**src/rtl/dice_pkg.sv**
```systemverilog
// Shared constants for the dice display path.
//   SEG_0..SEG_9 : 7-segment patterns {g,f,e,d,c,b,a}, active high
//   SEG_DASH     : pattern shown for non-BCD values (10..15)
//   SEG_OFF      : all segments dark
//   SLOT_ONES / SLOT_TENS : values of the display slot bit
package dice_pkg;

    localparam logic [6:0] SEG_0    = 7'h3F;
    localparam logic [6:0] SEG_1    = 7'h06;
    localparam logic [6:0] SEG_2    = 7'h5B;
    localparam logic [6:0] SEG_3    = 7'h4F;
    localparam logic [6:0] SEG_4    = 7'h66;
    localparam logic [6:0] SEG_5    = 7'h6D;
    localparam logic [6:0] SEG_6    = 7'h7D;
    localparam logic [6:0] SEG_7    = 7'h07;
    localparam logic [6:0] SEG_8    = 7'h7F;
    localparam logic [6:0] SEG_9    = 7'h6F;
    localparam logic [6:0] SEG_DASH = 7'h40;
    localparam logic [6:0] SEG_OFF  = 7'h00;

    localparam logic SLOT_ONES = 1'b0;
    localparam logic SLOT_TENS = 1'b1;

endpackage

```
**src/rtl/dice_display_mux_bcd_to_seg.sv**
```systemverilog
// bcd_to_seg: combinational BCD to 7-segment decoder.
//   bcd : 4-bit input digit
//   seg : 7-bit pattern {g,f,e,d,c,b,a}; values 10..15 decode to a dash
module bcd_to_seg
    import dice_pkg::*;
(
    input  logic [3:0] bcd,
    output logic [6:0] seg
);

    always_comb begin
        seg = SEG_DASH;
        case (bcd)
            4'd0:    seg = SEG_0;
            4'd1:    seg = SEG_1;
            4'd2:    seg = SEG_2;
            4'd3:    seg = SEG_3;
            4'd4:    seg = SEG_4;
            4'd5:    seg = SEG_5;
            4'd6:    seg = SEG_6;
            4'd7:    seg = SEG_7;
            4'd8:    seg = SEG_8;
            4'd9:    seg = SEG_9;
            default: seg = SEG_DASH;
        endcase
    end

endmodule

```
**src/rtl/dice_display_mux.sv**
```systemverilog
// dice_display_mux: 2-digit multiplexed common-cathode 7-segment driver.
//   clk        : system clock (32768 Hz)
//   rst_n      : asynchronous active-low reset
//   digit10    : tens BCD digit
//   digit1     : ones BCD digit
//   bright     : brightness 0..3 (on for 1/4..4/4 of each slot)
//   seg        : segments {g,f,e,d,c,b,a}, active high, registered
//   dig_en     : [0]=ones, [1]=tens, active high, registered, never both high
//   frame_sync : one-clock pulse when a new input snapshot is loaded
// Each slot lasts 2^REFRESH_DIV clocks; a frame is ones slot then tens slot.
// The first GUARD clocks of each slot are dark to avoid ghosting.
// Inputs are sampled only at the end of the tens slot so a frame never tears.
// Optional build macro LEADING_ZERO_BLANK_EN: blank the tens digit when it is 0.
module dice_display_mux
    import dice_pkg::*;
#(
    parameter int REFRESH_DIV = 6,
    parameter int GUARD       = 2
) (
    input  logic       clk,
    input  logic       rst_n,
    input  logic [3:0] digit10,
    input  logic [3:0] digit1,
    input  logic [1:0] bright,
    output logic [6:0] seg,
    output logic [1:0] dig_en,
    output logic       frame_sync
);

    localparam logic [REFRESH_DIV:0] GUARD_W = (REFRESH_DIV+1)'(GUARD);
    localparam logic [REFRESH_DIV:0] ONE_W   = (REFRESH_DIV+1)'(1);

    logic [REFRESH_DIV-1:0] cnt;
    logic                   slot;
    logic [3:0]             tens_snap;
    logic [3:0]             ones_snap;
    logic [1:0]             bright_snap;

    logic                   wrap;
    logic                   boundary;
    logic [REFRESH_DIV:0]   cnt_ext;
    logic [REFRESH_DIV:0]   on_limit;
    logic                   lz_blank;
    logic                   on;
    logic [3:0]             digit_mux;
    logic [6:0]             seg_dec;

    assign wrap     = &cnt;
    assign boundary = wrap && (slot == SLOT_TENS);

    // One extra bit so that bright=3 gives a limit of exactly 2^REFRESH_DIV.
    assign cnt_ext  = {1'b0, cnt};
    assign on_limit = ({{(REFRESH_DIV-1){1'b0}}, bright_snap} + ONE_W) << (REFRESH_DIV-2);

`ifdef LEADING_ZERO_BLANK_EN
    assign lz_blank = (slot == SLOT_TENS) && (tens_snap == 4'd0);
`else
    assign lz_blank = 1'b0;
`endif

    assign on        = (cnt_ext >= GUARD_W) && (cnt_ext < on_limit) && !lz_blank;
    assign digit_mux = (slot == SLOT_TENS) ? tens_snap : ones_snap;

    bcd_to_seg u_bcd_to_seg (
        .bcd (digit_mux),
        .seg (seg_dec)
    );

    always_ff @(posedge clk or negedge rst_n) begin
        if (!rst_n) begin
            cnt         <= '0;
            slot        <= SLOT_ONES;
            tens_snap   <= 4'd0;
            ones_snap   <= 4'd0;
            bright_snap <= 2'd0;
            seg         <= SEG_OFF;
            dig_en      <= 2'b00;
            frame_sync  <= 1'b0;
        end else begin
            cnt <= cnt + 1'b1;
            if (wrap) begin
                slot <= ~slot;
            end
            if (boundary) begin
                tens_snap   <= digit10;
                ones_snap   <= digit1;
                bright_snap <= bright;
            end
            frame_sync <= boundary;
            // Outputs reflect the (cnt, slot) state of this cycle, one clock late.
            if (on) begin
                dig_en <= (slot == SLOT_TENS) ? 2'b10 : 2'b01;
                seg    <= seg_dec;
            end else begin
                dig_en <= 2'b00;
                seg    <= SEG_OFF;
            end
        end
    end

endmodule

```
**config.mk**
```make
export PLATFORM = sky130hd
export DESIGN_NAME = dice_display_mux
export DESIGN_NICKNAME = d
export VERILOG_FILES = /design/src/rtl/dice_pkg.sv /design/src/rtl/dice_display_mux_bcd_to_seg.sv /design/src/rtl/dice_display_mux.sv
export SDC_FILE = /design/constraint.sdc
export NUM_CORES = 1
export LEC_CHECK = 0
export ABC_AREA = 0
export CORE_MARGIN = 8
export CORE_UTILIZATION = 65
export DETAILED_ROUTE_END_ITERATION = 16
export DONT_BUFFER_PORTS = 1
export GPL_TIMING_DRIVEN = 0
export PLACE_DENSITY = 0.92
export SKIP_LAST_GASP = 1
export SLEW_MARGIN = 5
export SYNTH_ARGS = -nofsm -noshare
export SYNTH_HDL_FRONTEND = slang
export SYNTH_SLANG_ARGS = --single-unit
```
**constraint.sdc**
```tcl
create_clock -name clk -period 4.4 [get_ports clk]
set_clock_uncertainty 0.05 [all_clocks]
set_input_delay 0.22 -clock clk [delete_from_list [all_inputs] [get_ports clk]]
set_output_delay 0.22 -clock clk [all_outputs]
set_load 0.02 [all_outputs]
```
# --- Yosys cells after proc, flatten, opt, wreduce, memory -nomap -nowiden ---
# Memory sizes are Yosys's and may differ from the RTL's.
# Index checks and enable logic that the tools add are counted.
word_totals:
  elab_cells: 21
  mem_bits_ro: 112
  register_bits: 27
  mem_count: 1
  out_inout_bits: 10
memory_table:
  columns: ["memory", "depth", "word_bits", "rd", "rd_clocked_by_memory_dff", "write_ports", "line", "rtl"]
  rows:
  - ["(name not given)", 16, 7, 1, 0, 0, "dice_display_mux_bcd_to_seg.sv:13", "case (bcd)"]
op_classes:
  muxes: 4
  n_reduce_logical: 3
  bitwise_logic: 1
  n_lt_le_gt_ge: 2
  add_sub_neg: 2
op_table:
  columns: ["operator", "count"]
  rows:
  - ["less-than comparator 6 x 7 -> 1 bit", 1]
  - ["two-way mux 7 bit", 1]
  - ["adder 6 x 1 -> 6 bit (second input constant)", 1]
  - [">= comparator 6 x 2 -> 1 bit (second input constant)", 1]
  - ["AND reduction 6 bit", 1]
  - ["two-way mux 2 bit", 2]
  - ["two-way mux 4 bit", 1]
  - ["adder 2 x 1 -> 3 bit (second input constant)", 1]
  - ["logical AND 1 bit", 2]
  - ["inverter 1 bit", 1]

# --- Longest topological paths before layout ---
depth:
  depth_word: 4
  depth_mapped: 9

# --- Hierarchy ---
# From an unflattened synthesis, not the netlist that was laid out.
hier_totals:
  cells_unflattened: 106
  hier_area_um2: 1333.8
modules_own_cells:
  columns: ["module", "area_per_inst_um2", "n_inst", "cells_each"]
  rows:
  - ["dice_display_mux", 1101.1, 1, 77]
  - ["bcd_to_seg", 232.7, 1, 29]

# --- Worst setup path before layout ---
# No wires, ideal clock.
synth_path:
  path_kind: "register to register"
  start: "register slot"
  end: "register seg[0]"
  stages_incl_launch_ff: 10
  path_buffers: 2
  required_time_ns: 4.207
  setup_slack_ns: 2.478
  arrival_ns: 1.729
  synth_period_minus_slack_ns: 1.922
  cell_sequence: "dfrtp_1 -> buf_6 -> buf_2 -> mux2_2 -> inv_1 -> ha_1 -> nor2_1 -> o32ai_1 -> o21a_1 -> nor3_1"
synth_between:
  elab_chain_len: 3
synth_lines:
  columns: ["element", "line", "rtl"]
  rows:
  - ["start: declaration", "dice_display_mux.sv:34", "logic slot;"]
  - ["start signal: assignment", "dice_display_mux.sv:82", "slot <= ~slot;"]
  - ["two-way mux 4 bit", "dice_display_mux.sv:62", "assign digit_mux = (slot == SLOT_TENS) ? tens_snap : ones_snap;"]
  - ["memory read (16 x 7 bit)", null, null]
  - ["two-way mux 7 bit", "dice_display_mux.sv:91", "if (on) begin"]
  - ["end signal: assignment", "dice_display_mux.sv:93", "seg <= seg_dec;"]
  - ["end: declaration", "dice_display_mux.sv:25", "output logic [6:0] seg,"]
# No other way between the ends.
# A chain may end at the register's enable or synchronous reset.

# --- Worst setup path in the final report ---
# Ends and elaborated chain as after synthesis.

==> results.sh <==
export IMPL_dr_pass1_iters=4
export IMPL_setup_ws_ns=2.232
export IMPL_synth_nets=127
export IMPL_syn2layout_area_growth_pct=14.56
export IMPL_synth_top_cell_area_share_pct=51.72
export IMPL_holdBufCountCts=12
export IMPL_cts_max_path_buffers=2
export IMPL_regArea_um2=675.6
export IMPL_ant_nets=0
export IMPL_grtUsageTotal_pct=14.80
export IMPL_drc_errors=0
export IMPL_synth_edff_count=0
export IMPL_r2r_start="slot$_DFFE_PN0P_"
export IMPL_power_density_nw_per_um2=288.6
export IMPL_yosys_warnings=0
export IMPL_hold_viol_final=0
export IMPL_netlist_instances=106
export IMPL_viasPerCell=5.826
export IMPL_rsz0062_at_grt="no"
export IMPL_ys_top_cells_by_area="dfrtp_1 52%, mux2_2 9.5%, ha_1 8.6%"
export IMPL_ys_flop_type="dfrtp_1"
export IMPL_globalRouteOverflowTotal=0
export IMPL_drt_iter0_drc=14
export IMPL_r2r_worst_path_cells=9
export IMPL_dpl_cell_count=133
export IMPL_period_share_pct=49.27
export IMPL_stdcell_count=149
export IMPL_async_flop_share_pct=100.0
export IMPL_path_max_fanout=10
export IMPL_cts_sinks=27
export IMPL_io_pins=22
export IMPL_synth_most_common_cell="dfrtp_1"
export IMPL_drv_cap=0
export IMPL_synth_top_area_cell="dfrtp_1"
export IMPL_core_um2=1922
export IMPL_antenna_found_initial=0
export IMPL_worst_pin_slew_ns=0.6173
export IMPL_post_place_ws_ns=2.272
export IMPL_route_vias_total=868
export IMPL_layout_nets=144
export IMPL_n_fill_cell=124
export IMPL_drt_wl_total_um=2385
export IMPL_startpoint="slot$_DFFE_PN0P_"
export IMPL_startpoint_type="register"
export IMPL_routabilityCongestion=0.8272
export IMPL_grt_pass1_vias=913
export IMPL_wl_per_cell_um=16.01
export IMPL_post_route_min_period_ns=2.168
export IMPL_hp_class="primary input to asynchronous set/reset pin"
export IMPL_n_antenna_cell=0
export IMPL_whs_ns=0.2496
export IMPL_worstPathRequired_ns=4.56
export IMPL_peakVddDrop_mv=0.2798
export IMPL_syn_area_per_cell_um2=12.32
export IMPL_fin_setup_tns_ns=0
export IMPL_slew_limit_headroom_pct=58.60
export IMPL_setup_viol=0
export IMPL_cts_tree="built"
export IMPL_max_freq_ghz=0.4613
export IMPL_synth_seq_area_share_pct=51.72
export IMPL_cts_buffers_inserted=3
export IMPL_die_x_um=60.83
export IMPL_clock_latency_ns=0.33
export IMPL_cp_end_kind="register"
export IMPL_ys_ff_latch=27
export IMPL_path_clk_slew_ns=0.15
export IMPL_netlist_area_um2=1306
export IMPL_criticalPathCategory="register to register"
export IMPL_dp_hpwl_um=1688
export IMPL_ys_types=28
export IMPL_r2r_slack_ns=2.23
export IMPL_synthTopCellsByCount="27 x dfrtp_1, 11 x mux2_2, 9 x ha_1, 9 x inv_1, 9 x nor2_1"
export IMPL_htreeDepth=1
export IMPL_r2r_end="seg[0]$_DFF_PN0_"
export IMPL_die_area_um2=3700
export IMPL_row_count=16
export IMPL_multi_input_area_um2=566.8
export IMPL_die_y_um=60.83
export IMPL_io_buffers=0
export IMPL_grt_pass1_wl_um=4071
export IMPL_clockRootBuffer="clkbuf_4"
export IMPL_slew_violations=0
export IMPL_grt_max_degree=28
export IMPL_drive_above_1_share_pct=18.85
export IMPL_cp_arrival_ns=2.33
export IMPL_p_leak_nw=0.6791
export IMPL_post_cts_resized=0
export IMPL_start_util_pct=67.97
export IMPL_status="completed"
export IMPL_post_cts_buffers=0
## sequential cells by signal (all words and copies together), names as in the netlist
| signal | cells |
|---|---|
| seg | 7 |
| bright_snap | 2 |
| slot | 1 |
| ones_snap | 4 |
| frame_sync | 1 |
| tens_snap | 4 |
| dig_en | 2 |
| cnt | 6 |
## worst max-delay path by stage
stage / slack [ns] / endpoint / cells after the start
6_report: 2.23 / seg[0]$_DFF_PN0_ / 9
5_1_grt: 2.12 / seg[0]$_DFF_PN0_ / 9
4_1_cts: 2.25 / seg[0]$_DFF_PN0_ / 9
3_5_place_dp: 2.27 / seg[0]$_DFF_PN0_ / 9
3_3_place_gp: 2.33 / seg[0]$_DFF_PN0_ / 9
2_1_floorplan: 2.48 / seg[0]$_DFF_PN0_ / 9
## cell type report
class | count | area share, %
clock buffers | 4 | 1.756
flip-flops and latches | 27 | 45.15
plain buffers | 3 | 2.007
multi-input cells | 67 | 37.88
inverters | 9 | 2.258
repair buffers | 12 | 8.696
well taps | 27 | 2.258
## placed cells by master (no fill, tap or decap), types with 2 or more instances in the layout
cell,synthesis,final
mux2_2,11,11
o32ai_1,2,2
o21a_1,2,2
nor2_1,9,9
mux2i_1,3,3
inv_1,9,9
nand2_1,3,3
nand2b_1,2,2
nor3_1,2,2
dlygate4sd3_1,0,11
dfrtp_1,27,27
a21oi_1,3,3
clkbuf_4,0,3
xnor2_1,4,4
a211oi_1,4,4
nand3_1,3,3
ha_1,9,9
## critical path, stage by stage, from the launching register on
cell and delay (ns):
dfrtp_1 0.38, buf_6 0.12, buf_2 0.21, mux2_2 0.40, inv_1 0.13, ha_1 0.19
nor2_1 0.05, o32ai_1 0.29, o21a_1 0.18, nor3_1 0.04
## logic make-up after synthesis
kind of cell	share of synthesized area, %
buf+inv	4.884
xor+xnor	3.352
mux	11.78
compound gates	9.962
fa+ha+maj	8.621
simple gates	9.674
flops	51.72
## power breakdown
group / leakage (nW) / total (mW) / switching [mW] / internal (mW)
clock: 0.0150 / 0.108 / 0.0724 / 0.0356
combinational: 0.333 / 0.0470 / 0.0234 / 0.0236
sequential: 0.331 / 0.277 / 0.0170 / 0.260
total: 0.679 / 0.432 / 0.113 / 0.319
## metrics by stage
stage / util [%] / area (um^2) / power [mW]
final: 77.86 / 1496 / 0.4319
after global routing: 77.86 / 1496 / 0.4516
after CTS: 77.86 / 1496 / 0.4336
after detailed placement: 69.73 / 1340 / 0.3143
after global placement: 69.73 / 1340 / 0.3111
after floorplan: - / 1306 / 0.3058
## routing by layer
metal	vias up	GRT usage (%)	part of all wire (%)
met5	-	0	0
met3	8	4.449	6.0
met2	32	24.89	49
met1	426	16.33	43
li1	402	-	-
met4	0	7.973	2.3
Power figures use the tool's default switching activity.
